## config.mk

```make
export PLATFORM = sky130hd
export DESIGN_NAME = uart_tx_fifo
export DESIGN_NICKNAME = d
export VERILOG_FILES = /design/src/rtl/uart_pkg.sv /design/src/rtl/uart_tx_fifo_sync_fifo.sv /design/src/rtl/uart_tx_fifo.sv
export SDC_FILE = /design/constraint.sdc
export NUM_CORES = 1
export LEC_CHECK = 0
export CAP_MARGIN = 20
export CORE_ASPECT_RATIO = 0.75
export CORE_MARGIN = 10
export CORE_UTILIZATION = 63
export DETAILED_ROUTE_END_ITERATION = 7
export GPL_TIMING_DRIVEN = 0
export PLACE_DENSITY = 0.84
export SYNTH_ARGS = -nofsm -noshare
export SYNTH_HDL_FRONTEND = slang
export SYNTH_SLANG_ARGS = --single-unit
```

## constraint.sdc

```tcl
create_clock -name clk -period 5.9 [get_ports clk]
set_input_delay 0.885 -clock clk [delete_from_list [all_inputs] [get_ports clk]]
set_output_delay 0.885 -clock clk [all_outputs]
set_load 0.1 [all_outputs]
```

## src/rtl/uart_pkg.sv

```systemverilog
`default_nettype none
// ============================================================================
// Module   : uart_pkg
// Brief    : Shared constants, FSM state type and baud divisor helper for UART
// Revision : 1.0
// ============================================================================
package uart_pkg;

    localparam int PAR_NONE = 0;
    localparam int PAR_ODD  = 1;
    localparam int PAR_EVEN = 2;

    localparam int STOP_ONE = 1;
    localparam int STOP_TWO = 2;

    typedef enum logic [2:0] {
        ST_IDLE   = 3'd0,
        ST_START  = 3'd1,
        ST_DATA   = 3'd2,
        ST_PARITY = 3'd3,
        ST_STOP   = 3'd4
    } tx_state_t;

    // Clock cycles per bit, rounded to nearest.
    function automatic int baud_div(input int clk_hz, input int baud);
        return (clk_hz + baud / 2) / baud;
    endfunction

endpackage
`default_nettype wire

```

## src/rtl/uart_tx_fifo_sync_fifo.sv

```systemverilog
`default_nettype none
// ============================================================================
// Module   : sync_fifo
// Brief    : Single-clock FIFO with occupancy count and full/empty flags
// Revision : 1.0
// ============================================================================
module sync_fifo #(
    parameter int WIDTH = 8,
    parameter int DEPTH = 4
) (
    input  logic                     clk,
    input  logic                     reset_n,
    input  logic                     i_push,
    input  logic [WIDTH-1:0]         i_push_data,
    input  logic                     i_pop,
    output logic [WIDTH-1:0]         o_pop_data,
    output logic [$clog2(DEPTH):0]   o_count,
    output logic                     o_full,
    output logic                     o_empty
);

    localparam int PTR_W = $clog2(DEPTH);
    localparam logic [PTR_W:0] C_DEPTH = (PTR_W + 1)'(DEPTH);

    logic [WIDTH-1:0] r_mem [DEPTH];
    logic [PTR_W-1:0] r_wr_ptr;
    logic [PTR_W-1:0] r_rd_ptr;
    logic [PTR_W:0]   r_count;
    logic             w_push_ok;
    logic             w_pop_ok;

    assign o_full     = (r_count == C_DEPTH);
    assign o_empty    = (r_count == '0);
    assign o_count    = r_count;
    assign o_pop_data = r_mem[r_rd_ptr];
    assign w_push_ok  = i_push & ~o_full;
    assign w_pop_ok   = i_pop & ~o_empty;

    // Power-of-two depth lets the pointers wrap on their own.
    always_ff @(posedge clk) begin
        if (!reset_n) begin
            r_wr_ptr <= '0;
            r_rd_ptr <= '0;
            r_count  <= '0;
        end else begin
            if (w_push_ok) r_wr_ptr <= r_wr_ptr + 1'b1;
            if (w_pop_ok)  r_rd_ptr <= r_rd_ptr + 1'b1;
            case ({w_push_ok, w_pop_ok})
                2'b10:   r_count <= r_count + 1'b1;
                2'b01:   r_count <= r_count - 1'b1;
                default: r_count <= r_count;
            endcase
        end
    end

    always_ff @(posedge clk) begin
        if (w_push_ok) r_mem[r_wr_ptr] <= i_push_data;
    end

endmodule
`default_nettype wire

```

## src/rtl/uart_tx_fifo.sv

```systemverilog
`default_nettype none
// ============================================================================
// Module   : uart_tx_fifo
// Brief    : Parametrised UART transmitter fed by a valid/ready FIFO
// Revision : 1.0
// ============================================================================
module uart_tx_fifo
    import uart_pkg::*;
#(
    parameter int CLK_HZ     = 100000000,
    parameter int BAUD       = 115200,
    parameter int DATA_BITS  = 8,
    parameter int PARITY     = 0,
    parameter int STOP_BITS  = 1,
    parameter int FIFO_DEPTH = 4
) (
    input  logic                          clk,
    input  logic                          reset_n,
    input  logic [DATA_BITS-1:0]          in_data,
    input  logic                          in_valid,
    output logic                          in_ready,
    output logic                          tx,
    output logic                          busy,
    output logic [$clog2(FIFO_DEPTH):0]   fifo_count
);

    localparam int DIV   = baud_div(CLK_HZ, BAUD);
    localparam int CNT_W = (DIV > 1) ? $clog2(DIV) : 1;
    localparam int IDX_W = $clog2(DATA_BITS);
    localparam logic [CNT_W-1:0] C_DIV_LAST  = CNT_W'(DIV - 1);
    localparam logic [IDX_W-1:0] C_LAST_IDX  = IDX_W'(DATA_BITS - 1);
    localparam logic             C_LAST_STOP = 1'(STOP_BITS - 1);

    if (DIV < 2) begin : g_div_check
        $error("uart_tx_fifo: baud divisor must be at least 2");
    end
    if (DATA_BITS < 5 || DATA_BITS > 8) begin : g_data_bits_check
        $error("uart_tx_fifo: DATA_BITS must be 5..8");
    end
    if (STOP_BITS != STOP_ONE && STOP_BITS != STOP_TWO) begin : g_stop_bits_check
        $error("uart_tx_fifo: STOP_BITS must be 1 or 2");
    end
    if (PARITY != PAR_NONE && PARITY != PAR_ODD && PARITY != PAR_EVEN) begin : g_parity_check
        $error("uart_tx_fifo: PARITY must be 0, 1 or 2");
    end

    tx_state_t             r_state;
    logic [CNT_W-1:0]      r_baud_cnt;
    logic [DATA_BITS-1:0]  r_shift;
    logic [IDX_W-1:0]      r_bit_idx;
    logic                  r_stop_idx;
    logic                  r_parity;
    logic                  r_tx;
    logic                  r_busy;

    logic                  w_tick;
    logic                  w_last_stop;
    logic                  w_pop;
    logic                  w_fifo_full;
    logic                  w_fifo_empty;
    logic                  w_pop_parity;
    logic [DATA_BITS-1:0]  w_pop_data;

    sync_fifo #(
        .WIDTH (DATA_BITS),
        .DEPTH (FIFO_DEPTH)
    ) u_fifo (
        .clk         (clk),
        .reset_n     (reset_n),
        .i_push      (in_valid),
        .i_push_data (in_data),
        .i_pop       (w_pop),
        .o_pop_data  (w_pop_data),
        .o_count     (fifo_count),
        .o_full      (w_fifo_full),
        .o_empty     (w_fifo_empty)
    );

    assign in_ready     = ~w_fifo_full;
    assign tx           = r_tx;
    assign busy         = r_busy;
    assign w_tick       = (r_baud_cnt == C_DIV_LAST);
    assign w_last_stop  = (r_stop_idx == C_LAST_STOP);
    assign w_pop_parity = (PARITY == PAR_ODD) ? ~^w_pop_data : ^w_pop_data;
    assign w_pop        = ~w_fifo_empty &
                          ((r_state == ST_IDLE) ||
                           (r_state == ST_STOP && w_tick && w_last_stop));

    // Idle holds the counter at zero, so every START begins a full bit period.
    always_ff @(posedge clk) begin
        if (!reset_n || r_state == ST_IDLE || w_tick) r_baud_cnt <= '0;
        else                                          r_baud_cnt <= r_baud_cnt + 1'b1;
    end

    always_ff @(posedge clk) begin
        if (!reset_n) begin
            r_state    <= ST_IDLE;
            r_shift    <= '0;
            r_bit_idx  <= '0;
            r_stop_idx <= 1'b0;
            r_parity   <= 1'b0;
            r_tx       <= 1'b1;
            r_busy     <= 1'b0;
        end else begin
            case (r_state)
                ST_IDLE: begin
                    if (w_pop) begin
                        r_shift  <= w_pop_data;
                        r_parity <= w_pop_parity;
                        r_tx     <= 1'b0;
                        r_busy   <= 1'b1;
                        r_state  <= ST_START;
                    end
                end
                ST_START: begin
                    if (w_tick) begin
                        r_tx      <= r_shift[0];
                        r_bit_idx <= '0;
                        r_state   <= ST_DATA;
                    end
                end
                ST_DATA: begin
                    if (w_tick) begin
                        r_shift <= r_shift >> 1;
                        if (r_bit_idx == C_LAST_IDX) begin
                            r_stop_idx <= 1'b0;
                            if (PARITY != PAR_NONE) begin
                                r_tx    <= r_parity;
                                r_state <= ST_PARITY;
                            end else begin
                                r_tx    <= 1'b1;
                                r_state <= ST_STOP;
                            end
                        end else begin
                            r_bit_idx <= r_bit_idx + 1'b1;
                            r_tx      <= r_shift[1];
                        end
                    end
                end
                ST_PARITY: begin
                    if (w_tick) begin
                        r_tx    <= 1'b1;
                        r_state <= ST_STOP;
                    end
                end
                ST_STOP: begin
                    if (w_tick) begin
                        if (!w_last_stop) begin
                            r_stop_idx <= r_stop_idx + 1'b1;
                        end else if (w_pop) begin
                            // Back-to-back frame: straight into the next start bit.
                            r_shift  <= w_pop_data;
                            r_parity <= w_pop_parity;
                            r_tx     <= 1'b0;
                            r_state  <= ST_START;
                        end else begin
                            r_busy  <= 1'b0;
                            r_state <= ST_IDLE;
                        end
                    end
                end
                default: r_state <= ST_IDLE;
            endcase
        end
    end

endmodule
`default_nettype wire

```

==> impl_metrics.toml <==
[critical_path]
critPathMaxFanout = 6
cp.required_ns = 5.02
cp_cell_sequence = "or3b_1 > clkdlybuf4s50_1"
critPathTopFamily = "buffers and inverters"
path_class = "register to output pin"
path_buf_inv = 1
end_kind = "output pin"
cpMaxStageDelayCell = "clkdlybuf4s50_1"
cp-start-kind = "register"
slowest_delay_ns = 1.16
crit_arrival_ns = 2.23

[global_route]
overflow = 0
met3_usage = 0.0640
grt_pass1_vias = 1891
grt_start_max_net_pins = 14
grt_pass1_wl_mm = 9.62
gr-usage-met1 = 0.194
grt_usage = 0.159
top_usage_layer = "met2"
met2_usage = 0.250
grt_antenna_before_repair = 0

[floorplanning]
initial_core_util = 0.657
ios = 17
die_area_um2 = 7850
rows = 21
core_um2 = 4490
die_w_um = 99.1
die_h_um = 79.3

[detailed_routing]
drc = 0
drtIter0Drc = 123
viasPerCell = 5.94
drt_first_pass_iters = 4
drtAntennaViolNets = 0
dr_total_vias = 1929
postRouteWirelength_mm = 5.96
wire_per_inst_um = 18.3

[synthesis]
yosys.area_share.simple = 0.128
synth_compound_area_frac = 0.100
synth_adder_area_share = 0.0407
synthXorXnorAreaFrac = 0.0326
synth_mux_area_frac = 0.102
seq_area_frac_synth = 0.563
syn_area_um2 = 2950
yosysWarnings = 0
yosysUniqueCellTypes = 46
synth-edff-count = 32
async_reset_ff_frac = 0
yosys_register_bits = 67
synth_top_family_by_area = "simple AND/OR/NAND/NOR gates"
syn_nets = 256
synth_top_flop_cell = "dfxtp_1"
synth_cells = 236
syn_avg_cell_area_um2 = 12.5

[timing]
relSlewSlack = 0.352
clock_skew_ns = 0.00822
fin_crit_sh = 0.529
grt_setup_unrepaired = "false"
worst_slew_pin_slew_ns = 0.969
finalHoldViolCount = 0
min_period_ns = 3.12
fmax_mhz = 321
setup-violations-final = 0
setup_tns_ns = 0
slew_viol_final = 0

[clock_network]
cts_max_path_buffers = 2
cts_tree = "built"
cts_num_sinks = 67
post_cts_resized = 0
cts_setup_buffers = 0
clk_pin_slew_ns = 0.07
cts_buffers = 9
hold_buffers = 0
cts_root_buf = "clkbuf_8"
h-tree-depth = 3
clk_latency_ns = 0.35

[power]
p_leak_nw = 1.18
power_density_nw_per_um2 = 489
irDropWorstVdd_v = 0.000314

[finish]
drive_gt1_frac = 0.131
nNetsFinal = 283
syn_to_final_growth_pct = 16.3
instances_no_fill = 325
diodes = 0
final_util = 0.764
fillers = 290

[hold_path]
hold_class = "register to register"

[job]
drv_cap = 0

[status]
status = "completed"

[place]
place.gp.congestion = 0.786
port_buffers = 16
dp_hpwl_mm = 3.89
dp.cells = 309
cell type report:
cell class / instances / area (um2) / share of cell area
multi-input cells: 151 / 1190 / 0.347
inverters: 7 / 26.3 / 0.00765
clock inverters: 7 / 125 / 0.0364
plain buffers: 11 / 73.8 / 0.0215
well taps: 57 / 71.3 / 0.0208
flip-flops and latches: 67 / 1660 / 0.484
repair buffers: 16 / 160 / 0.0466
clock buffers: 9 / 124 / 0.0361
flip-flops by register name (all words and copies together), names as in the netlist, named ones only:
signal           cells
u_fifo.r_mem        32
r_baud_cnt          10
r_shift              8
r_bit_idx            3
r_state              3
u_fifo.o_count       3
u_fifo.r_rd_ptr      2
u_fifo.r_wr_ptr      2
busy                 1
tx                   1
per-stage QoR:
step                      hold slack [ns]  cell area, um2  power [mW]  setup slack, ns
final                               0.465            3430        1.68             2.78
after global routing                0.503            3430        1.77             2.67
after CTS                           0.465            3430        1.69             2.76
after detailed placement            0.454            3180        1.21             2.98
after global placement              0.446            3180        1.19             3.02
after floorplan                     0.434            2950        1.08             2.43
cell usage after synthesis (all sizes together) (5+ instances only):
library cell | number | area (um2)
dfxtp | 35 | 701
mux2i | 12 | 120
mux4 | 8 | 180
inv | 7 | 26.3
ha | 8 | 100
a211oi | 17 | 133
nor2 | 19 | 73.8
and3 | 6 | 37.5
o21ai | 11 | 55.1
xnor2 | 5 | 43.8
xor2 | 6 | 52.6
buf | 5 | 51.3
clkbuf | 6 | 22.5
edfxtp | 32 | 961
nand2 | 11 | 41.3
nor3 | 5 | 41.3
nand3 | 10 | 55.1
a21oi | 6 | 30.0
path summary, 6_finish.rpt:
path / start / end / slack (ns) / depth (start not counted)
worst max-delay path: u_fifo.o_count[0] / in_ready / 2.78 / 2
worst min-delay path: r_bit_idx[1] / r_bit_idx[1] / 0.47 / 2
worst max register to register: r_baud_cnt[0] / u_fifo.o_count[2] / 3.24 / 9
worst min register to register: r_bit_idx[1] / r_bit_idx[1] / 0.47 / 2
report_power, final:
group          switching [mW]  internal [mW]  total [mW]
registers              0.0586          0.579       0.638
clock network           0.180          0.284       0.464
logic                   0.366          0.211       0.578
total                   0.604           1.07        1.68
routing by layer:
layer | wire, um | part of all wire
met1 | 2720 | 0.46
met2 | 2800 | 0.47
met3 | 351 | 0.059
met4 | 91 | 0.015
met5 | 0 | 0
kinds of logic after synthesis:
| logic type | count (synthesis) |
|---|---|
| fa+ha+maj | 9 |
| xor+xnor | 11 |
| buf+inv | 18 |
| simple gates | 67 |
| flops | 67 |
| compound gates | 44 |
| mux | 20 |
worst min-delay path: stages (launching register included):
cell     delay, ns
dfxtp_1       0.32
nand2_1       0.05
mux2i_1       0.05
cell usage in the layout (no fill, tap or decap), types with 2 or more instances in the layout:
cell type,n
a211oi_1,16
a21oi_1,6
a31oi_1,2
and2_1,2
and3_1,6
and4_1,2
buf_4,2
bufinv_16,3
clkbuf_1,6
clkbuf_8,9
clkdlybuf4s50_1,16
clkinv_4,3
dfxtp_1,35
edfxtp_1,32
ha_1,8
inv_1,7
mux2i_1,12
mux4_2,8
nand2_1,11
nand3_1,9
nand4_1,2
nor2_1,18
nor3_1,3
nor3b_1,2
o21a_1,2
o21ai_0,11
or3_1,2
xnor2_1,5
xor2_1,6
No activity file was read; power rests on OpenSTA's default activity.
